**src/rtl/cdb_arbiter.sv**
```systemverilog
// Common data bus arbiter: round-robin choice among functional-unit writeback
// requests, registered single-result broadcast on the CDB.
package cdb_arbiter_pkg;
    typedef struct packed {
        logic        is_valid;
        logic [5:0]  rob_tag;
        logic [31:0] result;
    } writeback_packet_t;
endpackage

module cdb_arbiter
    import cdb_arbiter_pkg::*;
#(
    parameter int unsigned NUM_FU = 4
) (
    input  logic              clk,
    input  logic              rst,
    input  writeback_packet_t fu_result [NUM_FU],
    output logic [NUM_FU-1:0] fu_cdb_gnt,
    input  logic              flush,
    output writeback_packet_t cdb
);
    localparam int unsigned PTR_W = (NUM_FU > 1) ? $clog2(NUM_FU) : 1;

    logic [PTR_W-1:0]  rr_ptr_q, rr_ptr_d;
    writeback_packet_t cdb_q, cdb_d;
    logic [NUM_FU-1:0] gnt;
    logic              grant_any;
    logic [PTR_W-1:0]  winner;
    logic [PTR_W:0]    sum;
    logic [PTR_W-1:0]  cand;

    // Search rr_ptr, rr_ptr+1, ... modulo NUM_FU; sum stays below 2*NUM_FU,
    // so a single conditional subtract performs the wrap.
    always_comb begin
        gnt       = '0;
        grant_any = 1'b0;
        winner    = '0;
        sum       = '0;
        cand      = '0;
        if (rst && !flush) begin
            for (int unsigned i = 0; i < NUM_FU; i++) begin
                sum = {1'b0, rr_ptr_q} + (PTR_W+1)'(i);
                if (sum >= (PTR_W+1)'(NUM_FU)) begin
                    sum = sum - (PTR_W+1)'(NUM_FU);
                end
                cand = sum[PTR_W-1:0];
                if (!grant_any && fu_result[cand].is_valid) begin
                    grant_any = 1'b1;
                    winner    = cand;
                    gnt[cand] = 1'b1;
                end
            end
        end
    end

    always_comb begin
        rr_ptr_d = rr_ptr_q;
        cdb_d    = '0;
        if (grant_any) begin
            cdb_d = fu_result[winner];
            if (winner == PTR_W'(NUM_FU - 1)) begin
                rr_ptr_d = '0;
            end else begin
                rr_ptr_d = winner + PTR_W'(1);
            end
        end
    end

    always_ff @(posedge clk or negedge rst) begin
        if (!rst) begin
            rr_ptr_q <= '0;
            cdb_q    <= '0;
        end else begin
            rr_ptr_q <= rr_ptr_d;
            cdb_q    <= cdb_d;
        end
    end

    assign fu_cdb_gnt = gnt;
    assign cdb        = cdb_q;
endmodule

```
**config.mk**
```make
export PLATFORM = sky130hd
export DESIGN_NAME = cdb_arbiter
export DESIGN_NICKNAME = d
export VERILOG_FILES = /design/src/rtl/cdb_arbiter.sv
export SDC_FILE = /design/constraint.sdc
export NUM_CORES = 1
export LEC_CHECK = 0
export BUFFER_PORTS_ARGS = -buffer_cell sky130_fd_sc_hd__buf_2
export CAP_MARGIN = 20
export CORE_ASPECT_RATIO = 0.75
export CORE_MARGIN = 4
export CORE_UTILIZATION = 45
export CTS_CLUSTER_SIZE = 30
export DETAILED_ROUTE_END_ITERATION = 7
export PLACE_DENSITY = 0.84
export SLEW_MARGIN = 5
export SYNTH_ARGS = -nofsm -noshare
export SYNTH_HDL_FRONTEND = slang
export SYNTH_SLANG_ARGS = --single-unit
```
**constraint.sdc**
```tcl
create_clock -name clk -period 5.8 [get_ports clk]
set_clock_uncertainty 0.15 [all_clocks]
set_input_delay 0.29 -clock clk [delete_from_list [all_inputs] [get_ports clk]]
set_output_delay 0.29 -clock clk [all_outputs]
set_load 0.005 [all_outputs]
```
Word level (Yosys, flattened, before mapping)
Index checks and enable logic that the tools add are counted.

Register bits: 41. Input port bits: 159.

Add/subtract/negate cells: 8. $lt $le $gt $ge: 17. Equality and inequality tests: 1. Muxes and demuxes: 54. Bitwise operators: 8. Reductions and logical operators: 12.

Operators with widths (count): 2-to-1 mux 39 bit (11); binary-select mux 39 bit (select 2 bit) (5); 2-to-1 mux 4 bit (8); 2-to-1 mux 2 bit (14); greater-or-equal comparator 3 bit, second input constant (8); inverter 2 -> 3 bit (5); < comparator 2 x 3 -> 1 bit, second input constant (4); 2-to-1 mux 1 bit (12); bitwise OR 4 bit (3); demux 1 bit (select 2 bit) (4); greater-or-equal comparator 2 x 1 -> 1 bit, second input constant (4); logical AND 1 bit (8); subtractor 2 x 1 -> 2 bit, second input constant (4); adder 2 x 2 -> 3 bit, second input constant (2); zero test 1 bit (4); adder 2 x 1 -> 3 bit, second input constant (1); greater-or-equal comparator 2 x 3 -> 1 bit, second input constant (1); adder 2 x 1 -> 2 bit, second input constant (1); equality test 2 bit, second input constant (1).

Depth between registers and ports, before layout
Gate-level depths: netlist (run 1).

Depth after elaboration: 26. Gate-level depth with buffers: 13. Depth with buffers taken out: 8.

Worst setup path after synthesis (run 1)
OpenSTA, ideal clock, no wires.

Path type: register -> register. Start: reg rr_ptr_q[0]. End: reg cdb_q (netlist bit cdb[12]). Data arrival time: 2.502 ns. Required time: 5.520 ns. Path slack: 3.018 ns. Cell stages (with the launch flop): 13. Buffers on the path: 5. Path through: dfrtp_1 buf_6 buf_6 inv_2 ha_1 buf_2 mux4_2 o21ai_4 o2bb2ai_4 buf_12 buf_8 mux2i_1 o22ai_2.

RTL lines: start, declared (line 25) `logic [PTR_W-1:0] rr_ptr_q, rr_ptr_d;`; start signal, assigned (line 75) `rr_ptr_q <= rr_ptr_d;`; end signal, assigned (line 73) `cdb_q <= '0;`; end signal, assigned (line 76) `cdb_q <= cdb_d;`; end, declared (line 26) `writeback_packet_t cdb_q, cdb_d;`.

==> impl_metrics.py, run 1 <==
metrics = {
    "power": {
        "total_power_w": 0.001784,
        "seqPwrFrac_pct": 23.8,
        "leakagePower_nw": 2.196,
        "power_density_nw_per_um2": 454.7,
        "max-vdd-ir-drop_mv": 0.2520,
        "p_int_w": 0.001042,
        "p_clk_share_pct": 10.6,
        "combPwrFrac_pct": 65.6,
        "switchingPower_w": 0.0007414,
        "swShare_pct": 41.56,
    },
    "finish": {
        "drive_gt1_share_pct": 52.26,
        "syn_to_final_growth_pct": 37.92,
        "fin_nets": 609,
        "multi_input_area_um2": 1628,
        "regArea_um2": 1026,
        "diodes": 0,
        "fillers": 517,
    },
    "sta": {
        "fin_tns_setup_ns": 0,
        "fmax_mhz": 249.9,
        "rsz0062_at_grt": "false",
        "relSlewSlack_pct": 38.50,
        "finalCritPeriodShare_pct": 69.01,
        "hold_viol": 0,
        "setup_viol": 0,
        "worst_pin_slew_ns": 0.9193,
        "min_period_ns": 4.002,
        "final-max-slew-violation-count": 0,
    },
    "global_route": {
        "grt_pass1_vias": 2797,
        "grt_usage_pct": 21.71,
        "grt_overflow": 0,
        "grt_max_degree": 44,
        "grt_antenna_before_repair": 0,
        "grt_pass1_wl_um": 13340,
    },
    "logic_synthesis": {
        "ys_ff_latch": 41,
        "yosys_warnings": 0,
        "synth_edf_count": 0,
        "synthArstFlopShare_pct": 100.0,
        "ys_seq_area_share_pct": 36.08,
        "yosys_most_used_dff": "dfrtp_1",
        "synth.avg_cell_area_um2": 11.33,
        "synthDistinctLibCells": 38,
        "syn_area_um2": 2844,
        "synthCells": 251,
        "synth.net_count": 418,
    },
    "place": {
        "dp_hpwl_um": 6716,
        "gp_congestion": 0.9177,
        "portBuffers": 201,
    },
    "cts": {
        "clock_path_buffers": 2,
        "clock_latency_ns": 0.28,
        "cts_max_level": 2,
        "holdBufCountCts": 1,
        "cts_resized": 0,
        "cts.clk_slew.worst_paths_ns": 0.08,
        "cts_root_buffer": "clkbuf_8",
        "cts_buffers": 5,
        "cts_tree": "done",
        "post_cts_buffers": 0,
        "clock_sinks": 41,
    },
    "die": {
        "initial_core_util_pct": 47.59,
        "io_pins": 202,
        "die_area_um2": 7669,
        "die_w_um": 99.80,
        "rows": 24,
        "core_um2": 5976,
        "die_h_um": 76.85,
    },
    "detailed_routing": {
        "wl_per_cell_um": 16.80,
        "ant_nets": 0,
        "dr.pass1.iters": 4,
        "drc": 0,
        "wirelength_um": 8736,
        "avgViaCountPerCell": 5.260,
        "first_iter_violations": 140,
        "vias": 2735,
    },
    "critical_path": {
        "required_ns": 5.77,
        "arrival_ns": 3.97,
        "critPathLaunchType": "flop",
        "path_class": "flop to flop",
        "startpoint": "rr_ptr_q[0]",
        "crit_fanout": 32,
        "end_kind": "flop",
        "r2r_start": "rr_ptr_q[0]",
    },
    "flow_run": {
        "cap_violations": 0,
    },
    "status": {
        "status": "finished, final reports clean",
    },
    "worst_hold_path": {
        "hold_class": "primary input to flop",
        "worstHoldStart": "fu_result[150]",
    },
}
==> layout by cell type (no fill, tap or decap), types with 2 or more instances in the layout <==
cell / count
ha_1: 8
inv_1: 2
nor2_1: 6
mux2i_1: 81
dfrtp_1: 41
buf_2: 201
clkbuf_8: 6
nor3b_1: 2
a22oi_1: 4
mux2_2: 2
buf_4: 4
o22ai_2: 10
nor3_1: 2
a21oi_1: 9
nand2_1: 5
nand2b_1: 2
o22ai_1: 28
nor2b_1: 2
o21ai_1: 3
nand3_1: 2
a22o_1: 4
==> layer usage <==
metal | track usage (%) | vias up | wire [um]
met5 | 0 | - | 0
met4 | 3.956 | 0 | 65
met3 | 6.528 | 6 | 903
met2 | 38.15 | 137 | 4327
met1 | 26.33 | 1255 | 3440
li1 | - | 1337 | -
==> worst max-delay path, cell delays in order (launching register included) <==
cell and delay (ns):
dfrtp_1 0.81, inv_2 0.19, ha_1 0.54, mux4_2 0.46
o21ai_4 0.22, o2bb2ai_4 0.37, buf_16 0.24, buf_4 0.45
mux2i_1 0.27, o22ai_1 0.11
==> registers in the layout, indices dropped and copies added (netlist names) <==
signal,flops
cdb,39
rr_ptr_q,2
==> area by class of cell <==
type	count	share of cell area [%]
inverter	3	0.2871
sequential	41	26.16
clock buffer	7	2.201
timing repair buffer	207	27.37
tap	78	2.488
multi-input combinational	184	41.50
==> path summary, 6_finish.rpt <==
| path | slack, ns | cells after the start | to |
|---|---|---|---|
| worst max-delay path | 1.80 | 9 | cdb[15] |
| worst min-delay path | 0.13 | 3 | cdb[33] |
| worst max register to register | 1.80 | 9 | cdb[15] |
| worst min register to register | 0.78 | 2 | rr_ptr_q[0] |
| max in group asynchronous | 4.64 | 3 | cdb[30] |
| min in group asynchronous | 0.47 | 3 | cdb[11] |
==> stage by stage <==
stage                     setup WS (ns)  std cells  hold WS, ns  area [um2]  util [%]
after global placement            1.789        511       0.2458        3799     63.57
after detailed placement          1.829        512       0.2550        3826     64.03
after floorplan                   3.018        251      -0.1556        2844         -
after CTS                         1.809        520       0.1258        3923     65.64
final                             1.798        520       0.1293        3923     65.64
after global routing              1.553        520       0.1325        3923     65.64
==> Yosys cell counts (2+ instances only) <==
cell type | count | area (um2)
o211ai_2 | 2 | 25.02
buf_6 | 2 | 22.52
nor3_1 | 2 | 10.01
a21oi_1 | 9 | 45.04
ha_1 | 8 | 100.1
a22o_1 | 4 | 35.03
nand2_1 | 6 | 22.52
nand2b_1 | 2 | 12.51
buf_4 | 4 | 30.03
mux2_2 | 2 | 22.52
buf_2 | 8 | 40.04
o22ai_2 | 10 | 125.1
o22ai_1 | 28 | 175.2
nor2b_1 | 2 | 12.51
nor3b_1 | 2 | 15.01
mux2i_1 | 81 | 810.8
a22oi_1 | 4 | 30.03
nor2_1 | 6 | 22.52
nand3_1 | 2 | 10.01
dfrtp_1 | 41 | 1026
clkbuf_1 | 4 | 15.01
buf_12 | 3 | 60.06
o21ai_1 | 3 | 15.01
inv_1 | 2 | 7.510
==> power groups by stage <==
stage	Combinational (W)	Sequential (W)	Clock, W
global placement	0.00111	0.000423	0
finish	0.00117	0.000424	0.000190
global route	0.00127	0.000435	0.000211
floorplan	0.00100	0.000410	0
detailed placement	0.00117	0.000430	0
CTS	0.00118	0.000424	0.000195
==> logic make-up (layout without fill, tap and decap cells) <==
kind of cell	Yosys count	count (layout)	synth area share, %
multiplexers	84	84	30.09
AO/OA/AOI/OAI	67	67	18.70
flip-flops	41	41	36.08
AND/OR/NAND/NOR	24	24	4.223
adder cells (fa/ha/maj)	8	8	3.520
XOR/XNOR	1	1	0.3080
buffers and inverters	26	217	7.083
Note: power is estimated with default switching activity, not from simulation.
==> run 2, diff against run 1 <==
- CORE_UTILIZATION: 45 -> 42
- PLACE_DENSITY: 0.84 -> 0.79
- clock period: 5.8 -> 4 ns (I/O delays scaled with it)
==> run 2 against run 1 <==
Net effect:
- register-to-register slack worse by 1.2 ns
- non-clock buffer count is 3 higher
- final area hardly changed
- critical path type unchanged
- critical endpoint is now cdb[11]
==> impl_metrics.py, run 2 (same netlist as run 1, synthesis figures left out) <==
metrics = {
    "global_route": {
        "grt_pass1_wl_um": 13150,
        "grt_usage_pct": 20.39,
        "grt_antenna_before_repair": 0,
        "grt_pass1_vias": 2783,
        "grt_overflow": 0,
        "grt_max_degree": 40,
    },
    "cts": {
        "cts_max_level": 2,
        "cts_tree": "done",
        "clock_latency_ns": 0.29,
        "holdBufCountCts": 1,
        "clock_sinks": 41,
        "clock_path_buffers": 2,
        "post_cts_buffers": 0,
        "cts_buffers": 5,
        "cts_root_buffer": "clkbuf_8",
        "cts.clk_slew.worst_paths_ns": 0.08,
        "cts_resized": 0,
    },
    "power": {
        "leakagePower_nw": 2.201,
        "power_density_nw_per_um2": 648.7,
        "max-vdd-ir-drop_mv": 0.3833,
    },
    "die": {
        "rows": 25,
        "die_w_um": 103.0,
        "die_area_um2": 8166,
        "io_pins": 202,
        "die_h_um": 79.27,
        "initial_core_util_pct": 44.14,
        "core_um2": 6444,
    },
    "critical_path": {
        "worst-r2r-setup-slack_ns": 0.61,
        "arrival_ns": 3.40,
        "path_class": "flop to flop",
        "crit_chain": "inv_1 > ha_1 > mux4_2 > o21ai_4 > o2bb2ai_4 > buf_4 > mux2i_1 > o22ai_1",
        "critPathLaunchType": "flop",
        "r2r_start": "rr_ptr_q[1]",
        "slowest_delay_ns": 0.68,
        "rr_worst_depth": 8,
        "cp_top_family": "multiplexers",
        "required_ns": 4.01,
        "critPathBufInv": 2,
        "rr_endpoint": "cdb[11]",
        "crit_path_top_delay_cell": "dfrtp_1",
        "crit_fanout": 34,
        "end_kind": "flop",
    },
    "finish": {
        "post-route-util_pct": 60.93,
        "final_cell_mix": "buf_2, mux2i_1, dfrtp_1",
        "diodes": 0,
        "layout_commonest_cell": "buf_2",
        "fin_nets": 612,
        "largest_register_ffs": 39,
        "design_area_um2": 3926,
        "drive_gt1_share_pct": 52.69,
        "syn_to_final_growth_pct": 38.06,
    },
    "sta": {
        "min_period_ns": 3.394,
        "finalCritPeriodShare_pct": 84.85,
        "worst_pin_slew_ns": 0.5470,
        "final-max-slew-violation-count": 0,
        "fin_tns_setup_ns": 0,
        "whs_ns": 0.04133,
        "rsz0062_at_grt": "false",
        "fmax_mhz": 294.6,
        "hold_viol": 0,
        "setup_viol": 0,
        "relSlewSlack_pct": 63.53,
    },
    "place": {
        "gp_congestion": 0.8599,
        "portBuffers": 201,
        "place_area_um2": 3830,
        "dp_hpwl_um": 6825,
    },
    "detailed_routing": {
        "first_iter_violations": 123,
        "wirelength_um": 8749,
        "dr.pass1.iters": 4,
        "drc": 0,
        "vias": 2771,
        "wl_per_cell_um": 16.60,
        "avgViaCountPerCell": 5.258,
        "ant_nets": 0,
    },
    "flow_run": {
        "cap_violations": 0,
    },
    "worst_hold_path": {
        "hold_class": "primary input to flop",
        "worstHoldStart": "fu_result[117]",
        "hold_depth": 3,
        "hold_path_end": "cdb[0]",
    },
    "status": {
        "status": "finished, final reports clean",
    },
}
-- run 2: power by group --
part	total, W	leakage, nW	internal (W)	switching (W)
sequential	0.000581	0.542	0.000529	0.0000518
clock	0.000274	0.0439	0.000121	0.000154
combinational	0.00169	1.61	0.000815	0.000876
total	0.00255	2.20	0.00147	0.00108
-- run 2: per-stage QoR --
step	setup slack, ns	power, W	instances
after floorplan	1.218	0.002051	251
after detailed placement	0.6518	0.002288	518
final	0.6059	0.002547	527
after CTS	0.6086	0.002571	527
after global placement	0.8338	0.002237	518
after global routing	0.3812	0.002733	527
-- run 2: final cells by class --
| cell class | count | area (um2) |
|---|---|---|
| fillers | 582 | 2517 |
| multi-input cells | 184 | 1625 |
| repair buffers | 210 | 1076 |
| flip-flops and latches | 41 | 1026 |
| well taps | 81 | 101.3 |
| clock buffers | 5 | 68.82 |
| clock inverters | 3 | 17.52 |
| inverters | 3 | 11.26 |
-- run 2: worst register-to-register path: stages, from the launching register on --
cell and delay, ns:
dfrtp_1 0.68, inv_1 0.22, ha_1 0.54, mux4_2 0.46
o21ai_4 0.20, o2bb2ai_4 0.14, buf_4 0.49, mux2i_1 0.29
o22ai_1 0.11
-- run 2: worst max path at each step --
stage,startpoint,endpoint,depth (start not counted)
after detailed placement,rr_ptr_q[1],cdb[11],8
after CTS,rr_ptr_q[1],cdb[11],8
after global placement,rr_ptr_q[1],cdb[14],8
after floorplan,rr_ptr_q[0],cdb[12],12
after global routing,rr_ptr_q[1],cdb[11],8
final,rr_ptr_q[1],cdb[11],8
-- run 2: metal layers --
| metal | share of wire (%) | vias to the layer above | routed length [um] | global-route usage [%] |
|---|---|---|---|---|
| li1 | - | 1336 | - | - |
| met1 | 38 | 1304 | 3364 | 24.93 |
| met3 | 11 | 2 | 930 | 5.531 |
| met5 | 0 | - | 0 | 0 |
| met2 | 51 | 129 | 4435 | 36.11 |
| met4 | 0.22 | 0 | 19 | 3.622 |
==> run 3, diff against run 2 <==
- CORE_UTILIZATION: 42 -> 38
- PLACE_DENSITY: 0.79 -> 0.75
- clock period: 4 -> 3.1 ns (I/O delays scaled with it)
==> run 3 against run 2 <==
Net effect:
- sequential power up 25%
- maximum frequency up 20%
- sequential share of layout area down 1.3 points
- non-clock buffer count up 13
- combinational power up 34%
- first-iteration DRC count down 17%
- clock power up 64%
- register-to-register slack worse by 0.33 ns
- worst hold slack worse by 0.032 ns
- final area up 5.4%
- wire length up 5.9%
- clock-buffer cell count up 2
- critical path type unchanged
- largest cell class unchanged
- largest power group unchanged
==> impl_metrics.py, run 3 (same netlist as run 1, synthesis figures left out) <==
metrics = {
    "status": {
        "status": "finished, final reports clean",
    },
    "sta": {
        "fin_tns_setup_ns": 0,
        "setup_viol": 0,
        "setup_ws_ns": 0.2758,
        "final-max-slew-violation-count": 0,
        "whs_ns": 0.009044,
        "min_period_ns": 2.824,
        "fmax_mhz": 354.1,
        "worst_pin_slew_ns": 0.5657,
        "relSlewSlack_pct": 62.29,
        "rsz0062_at_grt": "false",
        "finalCritPeriodShare_pct": 91.10,
        "hold_viol": 0,
    },
    "detailed_routing": {
        "first_iter_violations": 102,
        "vias": 2839,
        "wl_per_cell_um": 16.55,
        "dr.pass1.iters": 4,
        "avgViaCountPerCell": 5.070,
        "wirelength_um": 9267,
        "drc": 0,
        "ant_nets": 0,
    },
    "critical_path": {
        "path_class": "flop to flop",
        "arrival_ns": 2.83,
        "r2r_start": "rr_ptr_q[1]",
        "crit_fanout": 26,
        "startpoint": "rr_ptr_q[1]",
        "crit_chain": "inv_1 > ha_1 > mux4_2 > o21ai_4 > o2bb2ai_4 > buf_4 > mux2i_1 > o22ai_1",
        "required_ns": 3.10,
        "slowest_delay_ns": 0.49,
        "crit_path_top_delay_cell": "ha_1",
        "critPathLaunchType": "flop",
        "end_kind": "flop",
    },
    "worst_hold_path": {
        "worstHoldStart": "fu_result[108]",
        "hold_class": "primary input to flop",
    },
    "finish": {
        "syn_to_final_growth_pct": 45.53,
        "largest_register_ffs": 39,
        "post-route-util_pct": 56.72,
        "fin_nets": 625,
        "diodes": 0,
        "layout_commonest_cell": "buf_2",
        "final_cell_mix": "buf_2, mux2i_1, dfrtp_1",
        "drive_gt1_share_pct": 51.20,
    },
    "global_route": {
        "grt_usage_pct": 20.24,
        "grt_antenna_before_repair": 0,
        "grt_max_degree": 52,
        "grt_pass1_vias": 3052,
        "grt_pass1_wl_um": 14700,
        "grt_overflow": 0,
    },
    "power": {
        "total_power_w": 0.003444,
        "switchingPower_w": 0.001410,
        "p_int_w": 0.002034,
        "max-vdd-ir-drop_mv": 0.6335,
        "p_clk_share_pct": 13.1,
        "seqPwrFrac_pct": 21.0,
        "swShare_pct": 40.94,
        "power_density_nw_per_um2": 832.0,
        "leakagePower_nw": 2.280,
        "combPwrFrac_pct": 65.9,
    },
    "cts": {
        "cts.clk_slew.worst_paths_ns": 0.08,
        "cts_tree": "done",
        "clock_latency_ns": 0.29,
        "cts_buffers": 5,
        "cts_max_level": 2,
        "clock_sinks": 41,
        "cts_root_buffer": "clkbuf_8",
        "clock_path_buffers": 2,
    },
    "place": {
        "gp_congestion": 0.8970,
        "dp_slack_ns": 0.2890,
        "portBuffers": 201,
        "dp_hpwl_um": 6962,
    },
    "die": {
        "initial_core_util_pct": 38.97,
        "die_w_um": 107.9,
        "io_pins": 202,
        "die_area_um2": 8947,
        "rows": 27,
        "die_h_um": 82.92,
        "core_um2": 7297,
    },
    "flow_run": {
        "cap_violations": 0,
    },
}
## run 3: path summary, 6_finish.rpt
path                               end  slack [ns]  depth (start not counted)
max                            cdb[34]        0.28                          8
min                            cdb[30]       0.009                          3
max reg2reg                    cdb[34]        0.28                          8
min reg2reg                rr_ptr_q[1]        0.53                          2
max in group asynchronous      cdb[23]        1.96                          3
min in group asynchronous  rr_ptr_q[0]        0.09                          2
## run 3: layer usage
metal	up-vias	track usage, %	routed length [um]
li1	1370	-	-
met1	1348	24.94	3717
met2	115	35.61	4731
met3	6	5.284	754
met4	0	3.899	64
met5	-	0	0
## run 3: what timing repair did
action,CTS,global route
endpoints found under the hold margin,49,2
setup buffers,0,0
resized for setup,0,0
hold buffers,12,2
## run 3: final cells by class
class                   count  area [um2]
clock inverters             1       30.03
repair buffers            223        1231
inverters                   3       11.26
well taps                 101       126.4
multi-input cells         184        1628
flip-flops and latches     41        1026
clock buffers               7       86.33
fillers                   637        3158
## run 3: per-stage QoR
stage / instances / area (um2)
after floorplan: 251 / 2844
after global placement: 538 / 3882
after detailed placement: 538 / 3882
after CTS: 558 / 4119
after global routing: 560 / 4139
final: 560 / 4139
## run 3: power groups by stage
stage | sequential [W] | clock, W | combinational [W]
detailed placement | 0.000737 | 0 | 0.00226
global placement | 0.000731 | 0 | 0.00219
global route | 0.000741 | 0.000495 | 0.00245
floorplan | 0.000768 | 0 | 0.00188
CTS | 0.000727 | 0.000468 | 0.00227
finish | 0.000724 | 0.000450 | 0.00227
## run 3: critical path: cells and delay by family (launching register included)
| family | cells | cell delay (ns) |
|---|---|---|
| AO/OA/AOI/OAI | 3 | 0.47 |
| adder cells (fa/ha/maj) | 1 | 0.49 |
| buffers and inverters | 2 | 0.51 |
| flip-flops | 1 | 0.35 |
| multiplexers | 2 | 0.70 |
